==> config.mk <==
export PLATFORM = sky130hd
export DESIGN_NAME = satd8_ctrl
export DESIGN_NICKNAME = d
export VERILOG_FILES = /design/src/rtl/satd_pkg.sv /design/src/rtl/satd_abs_sum8.sv /design/src/rtl/satd8_ctrl.sv
export SDC_FILE = /design/constraint.sdc
export NUM_CORES = 2
export LEC_CHECK = 0
export CAP_MARGIN = 20
export CORE_ASPECT_RATIO = 0.6
export CORE_MARGIN = 10
export CORE_UTILIZATION = 40
export CTS_CLUSTER_DIAMETER = 60
export DETAILED_ROUTE_END_ITERATION = 8
export SLEW_MARGIN = 20
export SYNTH_ARGS = -nofsm -noshare
export SYNTH_HDL_FRONTEND = slang
export SYNTH_SLANG_ARGS = --single-unit
==> constraint.sdc <==
create_clock -name CLK -period 28.5 [get_ports CLK]
set_clock_uncertainty 0.15 [all_clocks]
set_input_delay 5.7 -clock CLK [delete_from_list [all_inputs] [get_ports CLK]]
set_output_delay 5.7 -clock CLK [all_outputs]
set_load 0.03 [all_outputs]
==> src/rtl/satd_pkg.sv <==
// Shared widths, FSM state type and sign-extension helper for the 8x8 SATD sequencer.
package satd_pkg;

  localparam int unsigned DIFF_W   = 9;
  localparam int unsigned HT_IN_W  = 12;
  localparam int unsigned HT_OUT_W = 15;
  localparam int unsigned SUM_W    = 21;
  localparam int unsigned ABS_W    = HT_OUT_W + 3;

  typedef enum logic [2:0] {
    ROW,
    ROW_DRAIN,
    COL,
    COL_DRAIN,
    DONE
  } state_e;

  function automatic logic [HT_IN_W-1:0] sext_diff(input logic [DIFF_W-1:0] d);
    return {{(HT_IN_W - DIFF_W){d[DIFF_W-1]}}, d};
  endfunction

endpackage

==> src/rtl/satd_abs_sum8.sv <==
// Combinational sum of the magnitudes of eight signed transform coefficients.
module satd_abs_sum8
  import satd_pkg::*;
(
  input  logic [8*HT_OUT_W-1:0] coefs,
  output logic [ABS_W-1:0]      abs_sum
);

  logic [HT_OUT_W-1:0] elem [8];
  logic [ABS_W-1:0]    ext  [8];
  logic [ABS_W-1:0]    mag  [8];
  logic [ABS_W-1:0]    lvl1 [4];
  logic [ABS_W-1:0]    lvl2 [2];

  // The extra headroom bits make |min value| representable before the adder tree.
  always_comb begin
    for (int i = 0; i < 8; i++) begin
      elem[i] = coefs[i*HT_OUT_W +: HT_OUT_W];
      ext[i]  = {{(ABS_W - HT_OUT_W){elem[i][HT_OUT_W-1]}}, elem[i]};
      mag[i]  = elem[i][HT_OUT_W-1] ? (~ext[i] + 1'b1) : ext[i];
    end
    for (int i = 0; i < 4; i++) begin
      lvl1[i] = mag[2*i] + mag[2*i+1];
    end
    for (int i = 0; i < 2; i++) begin
      lvl2[i] = lvl1[2*i] + lvl1[2*i+1];
    end
    abs_sum = lvl2[0] + lvl2[1];
  end

endmodule

==> src/rtl/satd8_ctrl.sv <==
// 8x8 SATD sequencer: row pass and column pass through one shared external 1-D Hadamard
// unit, with an internal transpose buffer and a |coef| accumulator.
module satd8_ctrl
  import satd_pkg::*;
#(
  parameter int unsigned HT_LAT = 2
) (
  input  logic                  CLK,
  input  logic                  RST,
  input  logic                  row_valid,
  output logic                  row_ready,
  input  logic [8*DIFF_W-1:0]   row_data,
  output logic                  ht_in_valid,
  output logic [8*HT_IN_W-1:0]  ht_in_data,
  input  logic                  ht_out_valid,
  input  logic [8*HT_OUT_W-1:0] ht_out_data,
  output logic                  satd_valid,
  input  logic                  satd_ready,
  output logic [SUM_W-1:0]      satd,
  output logic                  busy,
  output logic                  err
);

  if (HT_LAT == 0 || HT_LAT > 8) begin : g_lat_chk
    $error("HT_LAT must be in 1..8");
  end

  state_e             state;
  logic [3:0]         row_cnt;
  logic [3:0]         ret_cnt;
  logic [3:0]         col_cnt;
  logic [3:0]         outstanding;
  logic [SUM_W-1:0]   acc;

  logic [HT_IN_W-1:0] tbuf     [8][8];
  logic [HT_IN_W-1:0] tbuf_nxt [8][8];

  logic               fire;
  logic               ret_ok;
  logic               row_ret;
  logic               col_ret;
  logic [2:0]         col_idx;
  logic [8*HT_IN_W-1:0] row_ext;
  logic [8*HT_IN_W-1:0] col_vec;
  logic [ABS_W-1:0]   col_abs;

  assign satd = acc;

  satd_abs_sum8 u_abs_sum (
    .coefs   (ht_out_data),
    .abs_sum (col_abs)
  );

  always_comb begin
    fire    = row_valid & row_ready & (state == ROW);
    ret_ok  = ht_out_valid & (outstanding != 4'd0);
    row_ret = ret_ok & ((state == ROW) | (state == ROW_DRAIN)) & (ret_cnt < 4'd8);
    col_ret = ret_ok & ((state == COL) | (state == COL_DRAIN));

    for (int i = 0; i < 8; i++) begin
      row_ext[i*HT_IN_W +: HT_IN_W] = sext_diff(row_data[i*DIFF_W +: DIFF_W]);
    end

    // Buffer as it will be after this cycle, so column 0 can be launched in the same
    // cycle that the last row result lands.
    tbuf_nxt = tbuf;
    if (row_ret) begin
      for (int i = 0; i < 8; i++) begin
        tbuf_nxt[ret_cnt[2:0]][i] = ht_out_data[i*HT_OUT_W +: HT_IN_W];
      end
    end

    col_idx = (state == COL) ? col_cnt[2:0] : 3'd0;
    for (int r = 0; r < 8; r++) begin
      col_vec[r*HT_IN_W +: HT_IN_W] = tbuf_nxt[r][col_idx];
    end
  end

  always_ff @(posedge CLK) begin
    if (row_ret) begin
      tbuf <= tbuf_nxt;
    end
  end

  always_ff @(posedge CLK) begin
    if (RST) begin
      state       <= ROW;
      row_cnt     <= 4'd0;
      ret_cnt     <= 4'd0;
      col_cnt     <= 4'd0;
      outstanding <= 4'd0;
      acc         <= '0;
      row_ready   <= 1'b0;
      ht_in_valid <= 1'b0;
      ht_in_data  <= '0;
      satd_valid  <= 1'b0;
      busy        <= 1'b0;
      err         <= 1'b0;
    end else begin
      outstanding <= outstanding + {3'b000, ht_in_valid} - {3'b000, ret_ok};
      if (ht_out_valid && (outstanding == 4'd0)) begin
        err <= 1'b1;
      end
      if (row_ret || col_ret) begin
        ret_cnt <= ret_cnt + 4'd1;
      end
      if (col_ret) begin
        acc <= acc + {{(SUM_W - ABS_W){1'b0}}, col_abs};
      end

      unique case (state)
        ROW: begin
          busy <= fire | (row_cnt != 4'd0);
          if (fire) begin
            ht_in_valid <= 1'b1;
            ht_in_data  <= row_ext;
            row_cnt     <= row_cnt + 4'd1;
            if (row_cnt == 4'd7) begin
              state     <= ROW_DRAIN;
              row_ready <= 1'b0;
            end else begin
              row_ready <= 1'b1;
            end
          end else begin
            ht_in_valid <= 1'b0;
            row_ready   <= 1'b1;
          end
        end

        ROW_DRAIN: begin
          busy        <= 1'b1;
          ht_in_valid <= 1'b0;
          if ((ret_cnt == 4'd8) || (row_ret && (ret_cnt == 4'd7))) begin
            state       <= COL;
            ht_in_valid <= 1'b1;
            ht_in_data  <= col_vec;
            col_cnt     <= 4'd1;
            ret_cnt     <= 4'd0;
          end
        end

        COL: begin
          busy <= 1'b1;
          if (col_cnt == 4'd8) begin
            ht_in_valid <= 1'b0;
            state       <= COL_DRAIN;
          end else begin
            ht_in_valid <= 1'b1;
            ht_in_data  <= col_vec;
            col_cnt     <= col_cnt + 4'd1;
          end
        end

        COL_DRAIN: begin
          busy        <= 1'b1;
          ht_in_valid <= 1'b0;
          if (col_ret && (ret_cnt == 4'd7)) begin
            state      <= DONE;
            satd_valid <= 1'b1;
          end
        end

        DONE: begin
          busy        <= 1'b1;
          ht_in_valid <= 1'b0;
          if (satd_ready) begin
            state      <= ROW;
            satd_valid <= 1'b0;
            acc        <= '0;
            row_cnt    <= 4'd0;
            ret_cnt    <= 4'd0;
            col_cnt    <= 4'd0;
            row_ready  <= 1'b1;
            busy       <= 1'b0;
          end
        end

        default: begin
          state <= ROW;
        end
      endcase
    end
  end

endmodule

==> results_dict.tcl <==
set metrics [dict create \
    cts.root.buffer_cell "clkbuf_16" \
    vias_per_cell 5.68 \
    outcome "completed" \
    design.die.area_sq_um 153000 \
    drtAntennaViolNets 0 \
    finalCriticalPeriod_ns 13.04 \
    grt_first_pass_wirelength_um 318000 \
    power_switching_share 0.440 \
    synth-warning-count 0 \
    drive_gt1_frac 0.0508 \
    p_leak_nw 26.0 \
    die_x_um 498 \
    post_synth.cell_area_avg_sq_um 7.92 \
    max_freq_ghz 0.0767 \
    post_synth_inst_count 6919 \
    power.ir.vdd_worst_mv 0.155 \
    cts_setup_buffers 0 \
    detailroute.via_count 50300 \
    nFillCells 13500 \
    final_routed_wire_length_divided_by_cell_count_um 24.7 \
    cts.hold.buffers_added 0 \
    critical_path.endpoint_type "flip-flop" \
    synth_top_cell_area_share 0.421 \
    timing.setup.tns_ns 0 \
    gp_congestion 0.939 \
    fin_nets 7299 \
    numPortBuffers 318 \
    finalNonFillerCells 8853 \
    placeableCoreArea_sq_um 136000 \
    dpl.cell_count 8661 \
    maximum_number_of_pins_on_one_net_before_global_route_repair 154 \
    yosys_register_bits 909 \
    p_switching_mw 3.20 \
    cts_max_path_buffers 3 \
    clock_tree_from_tritoncts "built" \
    detail_route.iter0.violations 7541 \
    layout-area-overhead-vs-synth_pct 14.3 \
    die_h_um 307 \
    grt_antenna_before_repair 23 \
    drtPass1Iterations 6 \
    timing_worst_slew_pin_value_ns 1.15 \
    synth_top_cells_by_area "edfxtp_1, nand2_1, dfxtp_1" \
    grt_setup_unrepaired "false" \
    critical_path_peak_fanout 13 \
    drv_cap 0 \
    share_comb_of_total_power 0.490 \
    synthDistinctLibCells 66 \
    io_pins 319 \
    report.final.hold_viol_count 0 \
    power_density_nw_per_um2 116 \
    ys.flop_type "edfxtp_1" \
    synth-seq-area-share 0.472 \
    clk_latency_ns 0.73 \
    startpoint_kind_of_the_worst_setup_timing_path "input port" \
    detailed_placer_s_ending_hpwl_um 149000 \
    critPathArrivalTime_ns 13.48 \
    pwr-share-seq 0.327 \
    overflow 0 \
    initial_standard_cell_utilization_of_the_core 0.402 \
    slew-limit-headroom 0.213 \
    synth-async-reset-ratio 0 \
    crit_type "in2reg" \
    worstPathRequired_ns 28.94 \
    clockPowerShare 0.183 \
    clk_transition_reported_paths_ns 0.06 \
    clock-sinks 909 \
    global_route.usage.total 0.274 \
    first_global_vias 45100 \
    number_of_enable_type_register_cells_in_the_synthesized_netlist 768 \
    tritoncts.num_buffers 98 \
    cts_resized 0 \
    wl_um 219000 \
    placement_rows 105 \
    setup_viol 0 \
    final.period_utilization 0.457 \
    synthesis.area_sq_um 54800 \
    synth_area_leader_cell "edfxtp_1" \
    holdCritPathClass "reg2reg" \
    drc 0 \
    cts-htree-levels 3 \
    timing_max_transition_violations_final 0 \
    internal_power_mw 4.07 \
]
## power by group through the flow
stage | Clock (mW) | Combinational [mW] | Sequential [mW]
after global placement | 0 | 3.50 | 2.38
after global routing | 1.40 | 3.93 | 2.43
after CTS | 1.35 | 3.52 | 2.37
after detailed placement | 0 | 3.50 | 2.39
final | 1.33 | 3.57 | 2.38
after floorplan | 0 | 2.21 | 2.81
## worst paths after layout
path	startpoint	endpoint	slack [ns]	cells past startpoint
setup / recovery	ht_out_data[77]	satd[19]	15.46	26
setup reg to reg	state[1]	ht_in_data[11]	22.15	9
hold / removal	satd[20]	satd[20]	0.32	2
hold reg to reg	satd[20]	satd[20]	0.32	2
## layout by cell type, fill, tap and decap left out, drive strengths merged, types with 132 or more instances in the layout
master	instances
nand3	310
nand2	3108
o21ai	269
dfxtp	141
a21oi	515
edfxtp	768
nor2	259
inv	146
clkbuf	132
clkdlybuf4s50	317
buf	136
## state kept, by name, indices dropped and copies added (netlist names)
name	count
busy	1
row_ready	1
row_cnt	4
ht_in_data	96
state	3
err	1
satd	21
col_cnt	4
outstanding	4
ht_in_valid	1
tbuf	768
satd_valid	1
ret_cnt	4
## area by class of cell
class	count	area (sq um)	area share
Clock inverter	53	507	0.00809
Clock buffer	131	2750	0.0439
Timing Repair Buffer	454	4250	0.0679
Antenna cell	6	15.0	0.000240
Multi-Input combinational cell	5338	26400	0.422
Tap cell	1819	2280	0.0363
Inverter	143	544	0.00869
Sequential cell	909	25900	0.413
## synth_stat cells (7+ instances only)
| cell type | n |
|---|---|
| nand2_1 | 3108 |
| edfxtp_1 | 768 |
| a21oi_1 | 515 |
| clkbuf_1 | 472 |
| nand3_1 | 288 |
| o21ai_0 | 268 |
| nor2_1 | 259 |
| dfxtp_1 | 141 |
| inv_1 | 132 |
| or4_1 | 104 |
| fa_1 | 101 |
| o22ai_1 | 99 |
| xnor2_1 | 85 |
| and3_1 | 71 |
| ha_1 | 57 |
| mux2i_1 | 47 |
| xor2_1 | 45 |
| a22oi_1 | 33 |
| buf_1 | 32 |
| or3_1 | 30 |
| buf_2 | 28 |
| nor3_1 | 27 |
| o31ai_1 | 24 |
| nand2b_1 | 22 |
| nand3_2 | 22 |
| a21o_1 | 12 |
| clkinv_1 | 11 |
| nor2b_1 | 10 |
| buf_6 | 9 |
| o21a_1 | 9 |
| o41ai_1 | 9 |
| or2_2 | 8 |
| a211oi_1 | 7 |
## logic make-up (layout without fill, tap and decap cells)
logic type	count (synthesis)	count (layout)	synth area share
other	2	22	0.000137
xor gates and xnor gates	130	130	0.0208
adders and majority gates	158	158	0.0499
AOI/OAI and AO/OA	1007	1007	0.100
buffers and inverters	686	781	0.0493
muxes	47	47	0.00858
DFF	909	909	0.472
and+or+nand+nor	3980	3980	0.299
## per-stage QoR
stage	utilization	area [sq um]	hold WS, ns	total power, mW	worst slack, ns
global route	0.459	62700	0.351	7.76	15.14
CTS	0.459	62600	0.328	7.23	15.69
detailed placement	0.435	59400	0.310	5.88	14.93
finish	0.459	62700	0.324	7.28	15.46
floorplan	-	54900	0.330	5.02	1.41
global placement	0.435	59400	0.310	5.87	14.94
## worst max-delay path, stage by stage
cell             delay [ns]
clkdlybuf4s50_1        1.15
nor3_1                 0.15
nand2b_1               0.15
nor2_1                 0.11
a21boi_0               0.72
a21oi_1                0.11
xnor2_1                0.19
fa_1                   0.57
fa_1                   0.43
fa_1                   0.49
inv_1                  0.06
fa_1                   0.47
inv_1                  0.04
ha_1                   0.30
o21ai_0                0.15
o21ai_0                0.26
o2111ai_1              0.25
o211ai_1               0.29
a21o_1                 0.14
a21oi_1                0.07
xnor2_1                0.73
ha_1                   0.43
a21oi_1                0.19
nor2_1                 0.07
nor3_1                 0.17
nor3_1                 0.07
## metal layers
| layer | global-route usage | routed length [um] | up-vias |
|---|---|---|---|
| li1 | - | - | 23100 |
| met1 | 0.412 | 97400 | 24000 |
| met2 | 0.384 | 88500 | 2921 |
| met3 | 0.0704 | 26200 | 299 |
| met4 | 0.0734 | 6530 | 12 |
| met5 | 0 | 91 | - |
Power figures use the tool's default switching activity.
